[src/rtl/beta_fetch_redirect_ctrl.sv]
// Fetch sequencer: owns the fetch PC, drives a single-outstanding req/gnt/rvalid bus,
// buffers one instruction for decode and applies execute-stage redirects/exceptions.
module beta_fetch_redirect_ctrl #(
    parameter int unsigned           DATAWIDTH = 32,
    parameter logic [DATAWIDTH-1:0]  BOOT_ADDR = 32'h0000_0000,
    parameter logic [DATAWIDTH-1:0]  TRAP_ADDR = 32'h0000_0100
) (
    input  logic                 clk_i,
    input  logic                 rst_i,
    input  logic                 exe_valid_i,
    input  logic [DATAWIDTH-1:0] exe_pc_i,
    input  logic [1:0]           bju_en_i,
    input  logic                 bju_branch_taken_i,
    input  logic [DATAWIDTH-1:0] bju_next_pc_i,
    input  logic                 bju_misalig_pc_i,
    output logic                 fetch_req_o,
    output logic [DATAWIDTH-1:0] fetch_addr_o,
    input  logic                 fetch_gnt_i,
    input  logic                 fetch_rvalid_i,
    input  logic [DATAWIDTH-1:0] fetch_rdata_i,
    output logic                 if_valid_o,
    output logic [DATAWIDTH-1:0] if_instr_o,
    output logic [DATAWIDTH-1:0] if_pc_o,
    input  logic                 if_ready_i,
    output logic                 flush_o,
    output logic                 exc_valid_o,
    output logic [DATAWIDTH-1:0] exc_tval_o
);

    localparam int unsigned STATE_W = 2;

    typedef enum logic [STATE_W-1:0] {
        S_IDLE    = 2'd0,
        S_REQ     = 2'd1,
        S_WAIT    = 2'd2,
        S_DISCARD = 2'd3
    } state_t;

    state_t               state_q;
    state_t               state_d;
    logic [DATAWIDTH-1:0] pc_q;
    logic [DATAWIDTH-1:0] req_pc_q;
    logic [DATAWIDTH-1:0] target;
    logic                 redir;
    logic                 exc;
    logic                 accept;

    // Redirect decode from the execute-stage branch/jump unit
    always_comb begin
        redir  = exe_valid_i & (((bju_en_i == 2'b01) & bju_branch_taken_i) | bju_en_i[1]);
        exc    = redir & bju_misalig_pc_i;
        target = exc ? TRAP_ADDR : bju_next_pc_i;
    end

    // A response is only kept when it answers the live request and no redirect squashes it
    assign accept = (state_q == S_WAIT) & fetch_rvalid_i & ~redir;

    always_ff @(posedge clk_i) begin
        if (rst_i) begin
            state_q <= S_IDLE;
        end else begin
            state_q <= state_d;
        end
    end

    always_comb begin
        state_d = state_q;
        case (state_q)
            S_IDLE:    state_d = S_REQ;
            S_REQ:     if (fetch_req_o & fetch_gnt_i) state_d = S_WAIT;
            S_WAIT: begin
                if (fetch_rvalid_i) begin
                    state_d = S_REQ;
                end else if (redir) begin
                    state_d = S_DISCARD;
                end
            end
            S_DISCARD: if (fetch_rvalid_i) state_d = S_REQ;
            default:   state_d = S_IDLE;
        endcase
    end

    always_comb begin
        fetch_req_o  = 1'b0;
        fetch_addr_o = pc_q;
        flush_o      = redir;
        if (state_q == S_REQ) begin
            fetch_req_o = (~if_valid_o | if_ready_i) & ~redir;
        end
    end

    // Fetch PC and address of the outstanding request
    always_ff @(posedge clk_i) begin
        if (rst_i) begin
            pc_q     <= BOOT_ADDR;
            req_pc_q <= '0;
        end else begin
            if ((state_q != S_IDLE) && redir) begin
                pc_q <= target;
            end else if (accept) begin
                pc_q <= req_pc_q + DATAWIDTH'(4);
            end
            if (fetch_req_o && fetch_gnt_i) begin
                req_pc_q <= pc_q;
            end
        end
    end

    // One-entry instruction buffer; a fill wins over a same-cycle consume
    always_ff @(posedge clk_i) begin
        if (rst_i) begin
            if_valid_o <= 1'b0;
            if_instr_o <= '0;
            if_pc_o    <= '0;
        end else if (accept) begin
            if_valid_o <= 1'b1;
            if_instr_o <= fetch_rdata_i;
            if_pc_o    <= req_pc_q;
        end else if (redir || (if_ready_i && if_valid_o)) begin
            if_valid_o <= 1'b0;
        end
    end

    always_ff @(posedge clk_i) begin
        if (rst_i) begin
            exc_valid_o <= 1'b0;
            exc_tval_o  <= '0;
        end else begin
            exc_valid_o <= exc;
            if (exc) begin
                exc_tval_o <= exe_pc_i;
            end
        end
    end

endmodule

[config.mk]
export PLATFORM = sky130hd
export DESIGN_NAME = beta_fetch_redirect_ctrl
export DESIGN_NICKNAME = d
export VERILOG_FILES = /design/src/rtl/beta_fetch_redirect_ctrl.sv
export SDC_FILE = /design/constraint.sdc
export NUM_CORES = 1
export LEC_CHECK = 0
export BUFFER_PORTS_ARGS = -buffer_cell sky130_fd_sc_hd__buf_4
export CAP_MARGIN = 10
export CORE_MARGIN = 4
export CORE_UTILIZATION = 54
export CTS_CLUSTER_SIZE = 10
export DETAILED_ROUTE_END_ITERATION = 8
export PLACE_DENSITY = 0.86
export SLEW_MARGIN = 20
export SYNTH_ARGS = -nofsm -noshare
export SYNTH_HDL_FRONTEND = slang
export SYNTH_SLANG_ARGS = --single-unit
[constraint.sdc]
create_clock -name clk_i -period 3 [get_ports clk_i]
set_input_delay 0 -clock clk_i [delete_from_list [all_inputs] [get_ports clk_i]]
set_output_delay 0 -clock clk_i [all_outputs]
set_load 0.01 [all_outputs]
==> metrics.txt, run 1 <==
status completed; final weighted congestion in routability-driven placement 0.899; share of cells above drive strength 1 0.254; CP max FO 21; H-tree depth 4; cell taking the most area after synthesis dfxtp_1; DIE WIDTH 120 µm; CTS Buf Count 17; cts repair resizes 0; setup ws final 0.614 ns; Post-synth EDFFs 0; die area 14300 µm²; vias in the first global route 7736; VDD IR-drop max 354 µV; minimum clock period 2.39 ns; Setup violations, final 0; routed length per instance 19.2 µm; Post-Layout Cell Count 1329; largest net degree at the start of global routing 97; final worst path period share 0.795; final max-slew violation count 0; number of vias per cell 5.77; cell area after layout 10100 µm²; syn_nets 961; Pwr Density 500 nW/µm²; TritonCTS clock tree built; setup TNS 0 ns; io pins 238; wirelength, routed 25500 µm; Root Buffer clkbuf_16; Seq cells post-synth 164; HP Class in2reg; post-placement cell count 1207; drt first pass iters 5; post-route ant nets 0; Worst-path clk slew 0.06 ns; Die H 120 µm; core region area 12100 µm²; top_reg_cell synth dfxtp_1; sequential area share after synthesis 0.489; Gate Count Post-Synth 850; Crit path arrival time 2.70 ns; Final HPWL DP 14500 µm; clk_skew 0.00928 ns; Max Cap Viol 0; ranking of synthesized cells by area dfxtp_1 49%, nand2_1 16%, a21oi_1 11%; RSZ-0062 raised after global routing no; post-synthesis cell area 6720 µm²; achievable frequency 0.419 GHz; count of clock tree sinks 164; Placed Area 8570 µm²; WHS 0.0148 ns; via count 7665; Final Hold Fails 0; Worst setup EP type register; port bufs 237; Async SR Flop Fraction 0; Placement Rows 40; Layout area overhead 49.8%; final core occ 0.831; grt ovf 0; Synth top area share 0.489; synth unique cells 55; Tot Pwr 5.03 mW; P_leak 4.03 nW; Post-synth top cells 283 x nand2_1, 164 x dfxtp_1, 152 x a21oi_1; CP Class reg2reg; antenna violations before repair 1; CP Launch Type register; most common cell in the netlist nand2_1; total global-route track usage 0.349; relative slew slack 0.450; Worst Tran Pin Value 0.825 ns; DRC violation count after routing 0; Starting Density 0.555; Setup WS pre-CTS 0.777 ns; syn_area_per_cell 7.90 µm²; Post-layout nets 1260; YS warnings 0; Clk Latency, worst-skew pair 0.42 ns; first-pass GRT wire length 39800 µm; Crit path required time 3.32 ns; clk buf depth 2; initial DRC count 930
[cells by family (layout without fill, tap and decap cells)]
family / after synthesis / in the layout / synth area share
AO/OA/AOI/OAI: 213 / 213 / 0.182
XOR/XNOR: 22 / 22 / 0.0287
adder cells (fa/ha/maj): 5 / 5 / 0.00931
buffers and inverters: 72 / 382 / 0.0481
flip-flops: 164 / 164 / 0.489
multiplexers: 1 / 1 / 0.00149
other: 0 / 1 / 0
AND/OR/NAND/NOR: 373 / 373 / 0.242
[critical path: stages (launching register included)]
cell     delay, ns
dfxtp_1       0.40
inv_1         0.09
ha_1          0.24
or3_1         0.73
nor2_2        0.42
a21oi_1       0.12
o31ai_1       0.28
[metal layers]
metal / routed length [µm] / global-route usage / vias up
met4: 1410 / 0.196 / 0
met5: 0 / 0 / -
li1: - / - / 3484
met3: 2380 / 0.0928 / 105
met1: 9300 / 0.391 / 3627
met2: 12400 / 0.600 / 449
[final timing paths]
kind | from | endpoint | slack [ns] | cells after the start
max reg2reg | state_q[0] | fetch_addr_o[25] | 0.61 | 6
min reg2reg | if_pc_o[24] | if_pc_o[24] | 0.45 | 2
min | rst_i | if_pc_o[24] | 0.01 | 2
max | state_q[0] | fetch_addr_o[25] | 0.61 | 6
[placed cells by master, fill, tap and decap left out, types with 3 or more instances in the layout]
| master | netlist | final |
|---|---|---|
| xnor2_1 | 16 | 16 |
| ha_1 | 5 | 5 |
| a222oi_1 | 3 | 3 |
| nand2_1 | 283 | 283 |
| dlygate4sd3_1 | 0 | 91 |
| xor2_1 | 6 | 6 |
| o22ai_1 | 7 | 7 |
| dfxtp_1 | 164 | 164 |
| o21ai_0 | 7 | 7 |
| a31oi_1 | 7 | 7 |
| a22oi_1 | 3 | 3 |
| a21oi_1 | 152 | 152 |
| buf_4 | 1 | 248 |
| o211ai_1 | 5 | 5 |
| clkbuf_8 | 0 | 3 |
| nand4_1 | 4 | 4 |
| and4_1 | 7 | 7 |
| nor4_1 | 8 | 8 |
| nand3_1 | 15 | 15 |
| or3_1 | 4 | 4 |
| clkbuf_16 | 0 | 17 |
| and3_1 | 13 | 13 |
| a211oi_1 | 9 | 9 |
| inv_1 | 11 | 11 |
| o21bai_1 | 4 | 4 |
| clkbuf_1 | 53 | 3 |
| nor3_1 | 6 | 6 |
| nor2_1 | 16 | 15 |
[power breakdown]
group	internal (mW)	switching, mW
clock	1.29	0.870
sequential	2.23	0.0477
combinational	0.298	0.295
[sequential cells by signal (all words and copies together), names as in the netlist]
register	count
state_q	2
req_pc_q	32
if_instr_o	32
if_valid_o	1
if_pc_o	32
fetch_addr_o	32
exc_tval_o	32
exc_valid_o	1
[final cells by class]
type	instances	area [µm²]
clock buffers	23	478
clock inverters	7	97.6
flip-flops and latches	164	3280
diodes	1	2.50
well taps	168	210
multi-input cells	614	3130
repair buffers	341	2810
inverters	11	41.3
fillers	736	2050
[repair_timing]
item | CTS | global route
hold buffers | 91 | 0
buffers inserted | 0 | 0
endpoints found under the hold margin | 92 | 0
Note: power is estimated with default switching activity, not from simulation.
==> run 2: changes to the inputs <==
- CORE_UTILIZATION: 54 -> 50
- PLACE_DENSITY: 0.86 -> 0.8
- clock period: 3 -> 2.4 ns (I/O delays scaled with it)
==> run 2 against run 1 <==
Design area about the same. Final cell count up 0.75%. First-iteration DRC count down 30%. Largest power group unchanged. Non-clock buffer count up 2. Combinational power up 23%. Sequential share of layout area about the same. Setup slack worse by 0.44 ns. Largest cell class unchanged. Via count down 3.5%. Wire length down 7.2%. Global-route usage down 4.6 points. Power up 21%.
==> metrics.txt, run 2 (synthesis results as in run 1) <==
Seq pwr share 0.466 (was 0.453); cell area after layout 10100 µm² (about the same); vias in the first global route 7312 (was 7736); Root Buffer clkbuf_16 (unchanged); Placed Area 8620 µm² (was 8570 µm²); setup ws final 0.178 ns (was 0.614 ns); Switch Pwr 1.51 mW (was 1.21 mW); final max-slew violation count 0 (unchanged); Worst-path clk slew 0.06 ns (about the same); Clk Latency, worst-skew pair 0.43 ns (was 0.42 ns); TritonCTS clock tree built (unchanged); combinational share of power 0.119 (was 0.118); cts repair resizes 0 (unchanged); status completed (unchanged); die area 15400 µm² (was 14300 µm²); count of clock tree sinks 164 (unchanged); Die H 124 µm (was 120 µm); Max Cap Viol 0 (unchanged); CTS Buf Count 17 (unchanged); Crit path required time 2.74 ns (was 3.32 ns); VDD IR-drop max 514 µV (was 354 µV); Worst setup EP type register (unchanged); Setup WS pre-CTS 0.277 ns (was 0.777 ns); minimum clock period 2.22 ns (was 2.39 ns); Setup violations, final 0 (unchanged); clk buf depth 2 (unchanged); total global-route track usage 0.303 (was 0.349); WHS 0.0156 ns (was 0.0148 ns); Final Hold Fails 0 (unchanged); wirelength, routed 23600 µm (was 25500 µm); CP max FO 10 (was 21); DRC violation count after routing 0 (unchanged); Tot Pwr 6.10 mW (was 5.03 mW); P_leak 4.03 nW (about the same); Pwr Density 606 nW/µm² (was 500 nW/µm²); Fillers 910 (was 736); commonest cells after routing, fill and taps aside 283 x nand2_1, 250 x buf_4, 164 x dfxtp_1, 152 x a21oi_1, 90 x dlygate4sd3_1 (was 283 x nand2_1, 248 x buf_4, 164 x dfxtp_1, 152 x a21oi_1, 91 x dlygate4sd3_1); final weighted congestion in routability-driven placement 0.825 (was 0.899); RSZ-0062 raised after global routing no (unchanged); cts-stage hold buffer count 90 (was 91); clk_skew 0.00826 ns (was 0.00928 ns); Placement Rows 42 (was 40); largest net degree at the start of global routing 97 (unchanged); Worst Tran Pin Value 0.976 ns (was 0.825 ns); share of cells above drive strength 1 0.257 (was 0.254); CP Class reg2reg (unchanged); CP Cell Sequence inv_1 -> ha_1 -> nand2_1 -> a21oi_4 -> nor2_1 -> a22oi_1 -> o221ai_1 (was inv_1 -> ha_1 -> or3_1 -> nor2_2 -> a21oi_1 -> o31ai_1); Net Sw Frac 0.247 (was 0.241); drt first pass iters 6 (was 5); CP Launch Type register (unchanged); ANT cells 0 (was 1); clock power share 0.414 (was 0.429); commonest non-fill, non-tap cell in the layout nand2_1 (unchanged); grt ovf 0 (unchanged); Setup Buffers After CTS 0 (unchanged); slowest CP cell nor2_1 (was or3_1); relative slew slack 0.347 (was 0.450); core region area 13200 µm² (was 12100 µm²); achievable frequency 0.450 GHz (was 0.419 GHz); number of vias per cell 5.52 (was 5.77); port bufs 237 (unchanged); setup TNS 0 ns (unchanged); Cell Int Power 4.59 mW (was 3.81 mW); final worst path period share 0.926 (was 0.795); antenna violations before repair 0 (was 1); via count 7397 (was 7665); Post-layout nets 1262 (was 1260); Starting Density 0.509 (was 0.555); Layout area overhead 49.8% (about the same); Crit path arrival time 2.56 ns (was 2.70 ns); H-tree depth 4 (unchanged); routed length per instance 17.6 µm (was 19.2 µm); HP Class in2reg (unchanged); io pins 238 (unchanged); initial DRC count 651 (was 930); post-route ant nets 0 (unchanged); Largest stage delay, worst path 0.76 ns (was 0.73 ns); first-pass GRT wire length 36800 µm (was 39800 µm); Final HPWL DP 14600 µm (was 14500 µm); DIE WIDTH 124 µm (was 120 µm)
==> run 2: changes by cell type in the layout (fill, tap and decap cells not counted), sizes merged <==
cell         delta
clkinv          +2
dlygate4sd3     -1
clkbuf          +1
clkinvlp        +1
buf             +3
bufinv          -2
inv             -1
diode           -1
==> run 2: path summary, 6_finish.rpt <==
path | start | depth (start not counted) | to | slack (ns)
setup / recovery | state_q[0] | 7 | fetch_addr_o[31] | 0.18
hold / removal | bju_next_pc_i[15] | 4 | fetch_addr_o[15] | 0.02
setup reg to reg | state_q[0] | 7 | fetch_addr_o[31] | 0.18
hold reg to reg | if_pc_o[12] | 2 | if_pc_o[12] | 0.45
==> run 2: cell type report <==
class / count / area [µm²] / share of cell area
clock inverters: 7 / 50.0 / 0.00498
flip-flops and latches: 164 / 3280 / 0.326
clock buffers: 24 / 492 / 0.0489
well taps: 176 / 220 / 0.0219
repair buffers: 343 / 2840 / 0.282
multi-input cells: 614 / 3130 / 0.312
inverters: 11 / 41.3 / 0.00410
==> run 2: worst max-delay path: cells and delay by family, from the launching register on <==
family | cells | cell delay, ns
AO/OA/AOI/OAI | 3 | 0.52
adder cells (fa/ha/maj) | 1 | 0.24
flip-flops | 1 | 0.38
AND/OR/NAND/NOR | 2 | 0.92
buffers and inverters | 1 | 0.08
==> run 2: metrics by stage <==
step            util  cells
2_1_floorplan      -    850
3_3_place_gp   0.653   1218
3_5_place_dp   0.653   1218
4_1_cts        0.763   1339
5_1_grt        0.763   1339
6_report       0.763   1339
==> run 2: power by group through the flow <==
stage | clock (mW) | sequential [mW] | combinational [mW]
2_1_floorplan | 0 | 2.91 | 0.246
3_5_place_dp | 0 | 2.90 | 0.587
5_1_grt | 2.65 | 2.85 | 0.781
6_report | 2.52 | 2.84 | 0.728
4_1_cts | 2.52 | 2.84 | 0.710
3_3_place_gp | 0 | 2.90 | 0.580
==> run 2: layer usage <==
metal / track usage / share of wire / vias to the layer above
li1: - / - / 3496
met1: 0.361 / 0.38 / 3479
met2: 0.513 / 0.50 / 371
met3: 0.104 / 0.098 / 51
met4: 0.0979 / 0.018 / 0
met5: 0 / 0 / -
==> run 3: changes to the inputs <==
- CORE_UTILIZATION: 50 -> 45
- PLACE_DENSITY: 0.8 -> 0.76
- clock period: 2.4 -> 1.9 ns (I/O delays scaled with it)
==> run 3 against run 2 <==
Sequential power increased by 26%. Sequential share of layout area decreased by 1.4 points. First-iteration DRC count decreased by 17%. Count of clock-buffer cells in the layout decreased by 3. Clock skew decreased by 0.0018 ns. Register-to-register slack got worse by 0.10 ns. Combinational power increased by 36%. Wire length increased by 0.50%.
==> metrics.txt, run 3 (synthesis results as in run 1) <==
status completed (unchanged); Final Hold Fails 0 (unchanged); P_leak 4.27 nW (was 4.03 nW); Tot Pwr 8.03 mW (was 6.10 mW); DIE WIDTH 130 µm (was 124 µm); area taken by flip-flops and latches 3280 µm² (unchanged); post-route ant nets 0 (unchanged); vias in the first global route 7354 (was 7312); Pwr Density 765 nW/µm² (was 606 nW/µm²); total global-route track usage 0.276 (was 0.303); commonest non-fill, non-tap cell in the layout nand2_1 (unchanged); DRC violation count after routing 0 (unchanged); VDD IR-drop max 637 µV (was 514 µV); Setup violations, final 0 (unchanged); Worst-path clk slew 0.06 ns (about the same); RSZ-0062 raised after global routing yes (was no); Setup WS pre-CTS 0.0729 ns (was 0.277 ns); wirelength, routed 23800 µm (was 23600 µm); largest net degree at the start of global routing 55 (was 97); clk_skew 0.00645 ns (was 0.00826 ns); Crit path required time 2.20 ns (was 2.74 ns); CP Class reg2reg (unchanged); post-placement cell count 1260 (was 1218); Die H 130 µm (was 124 µm); CTS Buf Count 17 (unchanged); core region area 14600 µm² (was 13200 µm²); final max-slew violation count 0 (unchanged); clk buf depth 2 (unchanged); Max Cap Viol 0 (unchanged); grt ovf 0 (unchanged); Crit path arrival time 2.13 ns (was 2.56 ns); Starting Density 0.460 (was 0.509); CP Launch Type register (unchanged); number of vias per cell 5.38 (was 5.52); Worst setup EP type register (unchanged); final worst path period share 0.961 (was 0.926); area of the multi-input gates 3170 µm² (was 3130 µm²); CP max FO 48 (was 10); minimum clock period 1.83 ns (was 2.22 ns); initial DRC count 540 (was 651); final core occ 0.719 (was 0.763); relative slew slack 0.577 (was 0.347); antenna violations before repair 1 (was 0); io pins 238 (unchanged); Clk Latency, worst-skew pair 0.43 ns (about the same); share of cells above drive strength 1 0.283 (was 0.257); via count 7458 (was 7397); die area 16900 µm² (was 15400 µm²); H-tree depth 4 (unchanged); drt first pass iters 5 (was 6); port bufs 237 (unchanged); Layout area overhead 56.2% (was 49.8%); Post-layout nets 1298 (was 1262); HP Class in2reg (unchanged); final weighted congestion in routability-driven placement 0.851 (was 0.825); achievable frequency 0.548 GHz (was 0.450 GHz); Placement Rows 44 (was 42); TritonCTS clock tree built (unchanged); Root Buffer clkbuf_16 (unchanged); Worst Tran Pin Value 0.634 ns (was 0.976 ns); setup ws final 0.0742 ns (was 0.178 ns); Final HPWL DP 15600 µm (was 14600 µm); routed length per instance 17.1 µm (was 17.6 µm); commonest cells after routing, fill and taps aside 282 x nand2_1, 277 x buf_4, 164 x dfxtp_1, 152 x a21oi_1, 92 x dlygate4sd3_1 (was 283 x nand2_1, 250 x buf_4, 164 x dfxtp_1, 152 x a21oi_1, 90 x dlygate4sd3_1); count of clock tree sinks 164 (unchanged); first-pass GRT wire length 37100 µm (was 36800 µm); Fillers 1038 (was 910); Post-Layout Cell Count 1385 (was 1339)
-- run 3: cell count changes in the layout (fill, tap and decap cells not counted), sizes merged --
cell,change
diode,+1
buf,+34
inv,+2
clkbuf,-3
clkinvlp,-2
bufinv,+2
clkinv,+2
dlygate4sd3,+2
-- run 3: worst max-delay path, stage by stage (launching register included) --
cell       delay [ns]
dfxtp_1          0.34
buf_4            0.12
ha_1             0.19
nand2_1          0.15
a21oi_4          0.21
buf_12           0.24
nor3_1           0.08
a2111oi_0        0.35
-- run 3: through the flow --
stage,area (µm²),hold WS (ns),TNS [ns]
global route,10500,0.0632,-0.138
detailed placement,8940,0.255,0
finish,10500,0.0235,0
floorplan,6720,0.136,0
global placement,8940,0.246,0
CTS,10500,0.00282,0
-- run 3: what timing repair did --
item                       in CTS  in global routing
buffers inserted                0                  0
hold buffers                   92                  0
gates resized for setup         0                  7
setup endpoints to repair       0                 13
hold endpoints to repair       99                  0
-- run 3: worst paths after layout --
path / slack, ns / cells past startpoint / end / from
max: 0.07 / 7 / fetch_addr_o[13] / state_q[1]
max reg2reg: 0.07 / 7 / fetch_addr_o[13] / state_q[1]
min: 0.02 / 4 / fetch_addr_o[19] / bju_next_pc_i[19]
min reg2reg: 0.45 / 2 / if_pc_o[15] / if_pc_o[15]
-- run 3: cell type report --
type                    count  share of cell area
multi-input cells         614               0.302
inverters                  11             0.00393
flip-flops and latches    164               0.313
diodes                      1            0.000238
clock inverters            11              0.0119
repair buffers            379               0.302
clock buffers              21              0.0448
well taps                 184              0.0219
-- run 3: power breakdown --
part / switching [mW] / leakage, nW / internal, mW
logic: 0.466 / 2.65 / 0.521
clock network: 1.41 / 0.295 / 2.05
registers: 0.0649 / 1.33 / 3.52
-- run 3: metal layers --
layer,up-vias,global-route usage,part of all wire
met5,-,0,0
met2,350,0.460,0.48
met3,75,0.0995,0.096
li1,3563,-,-
met4,0,0.134,0.041
met1,3470,0.315,0.38
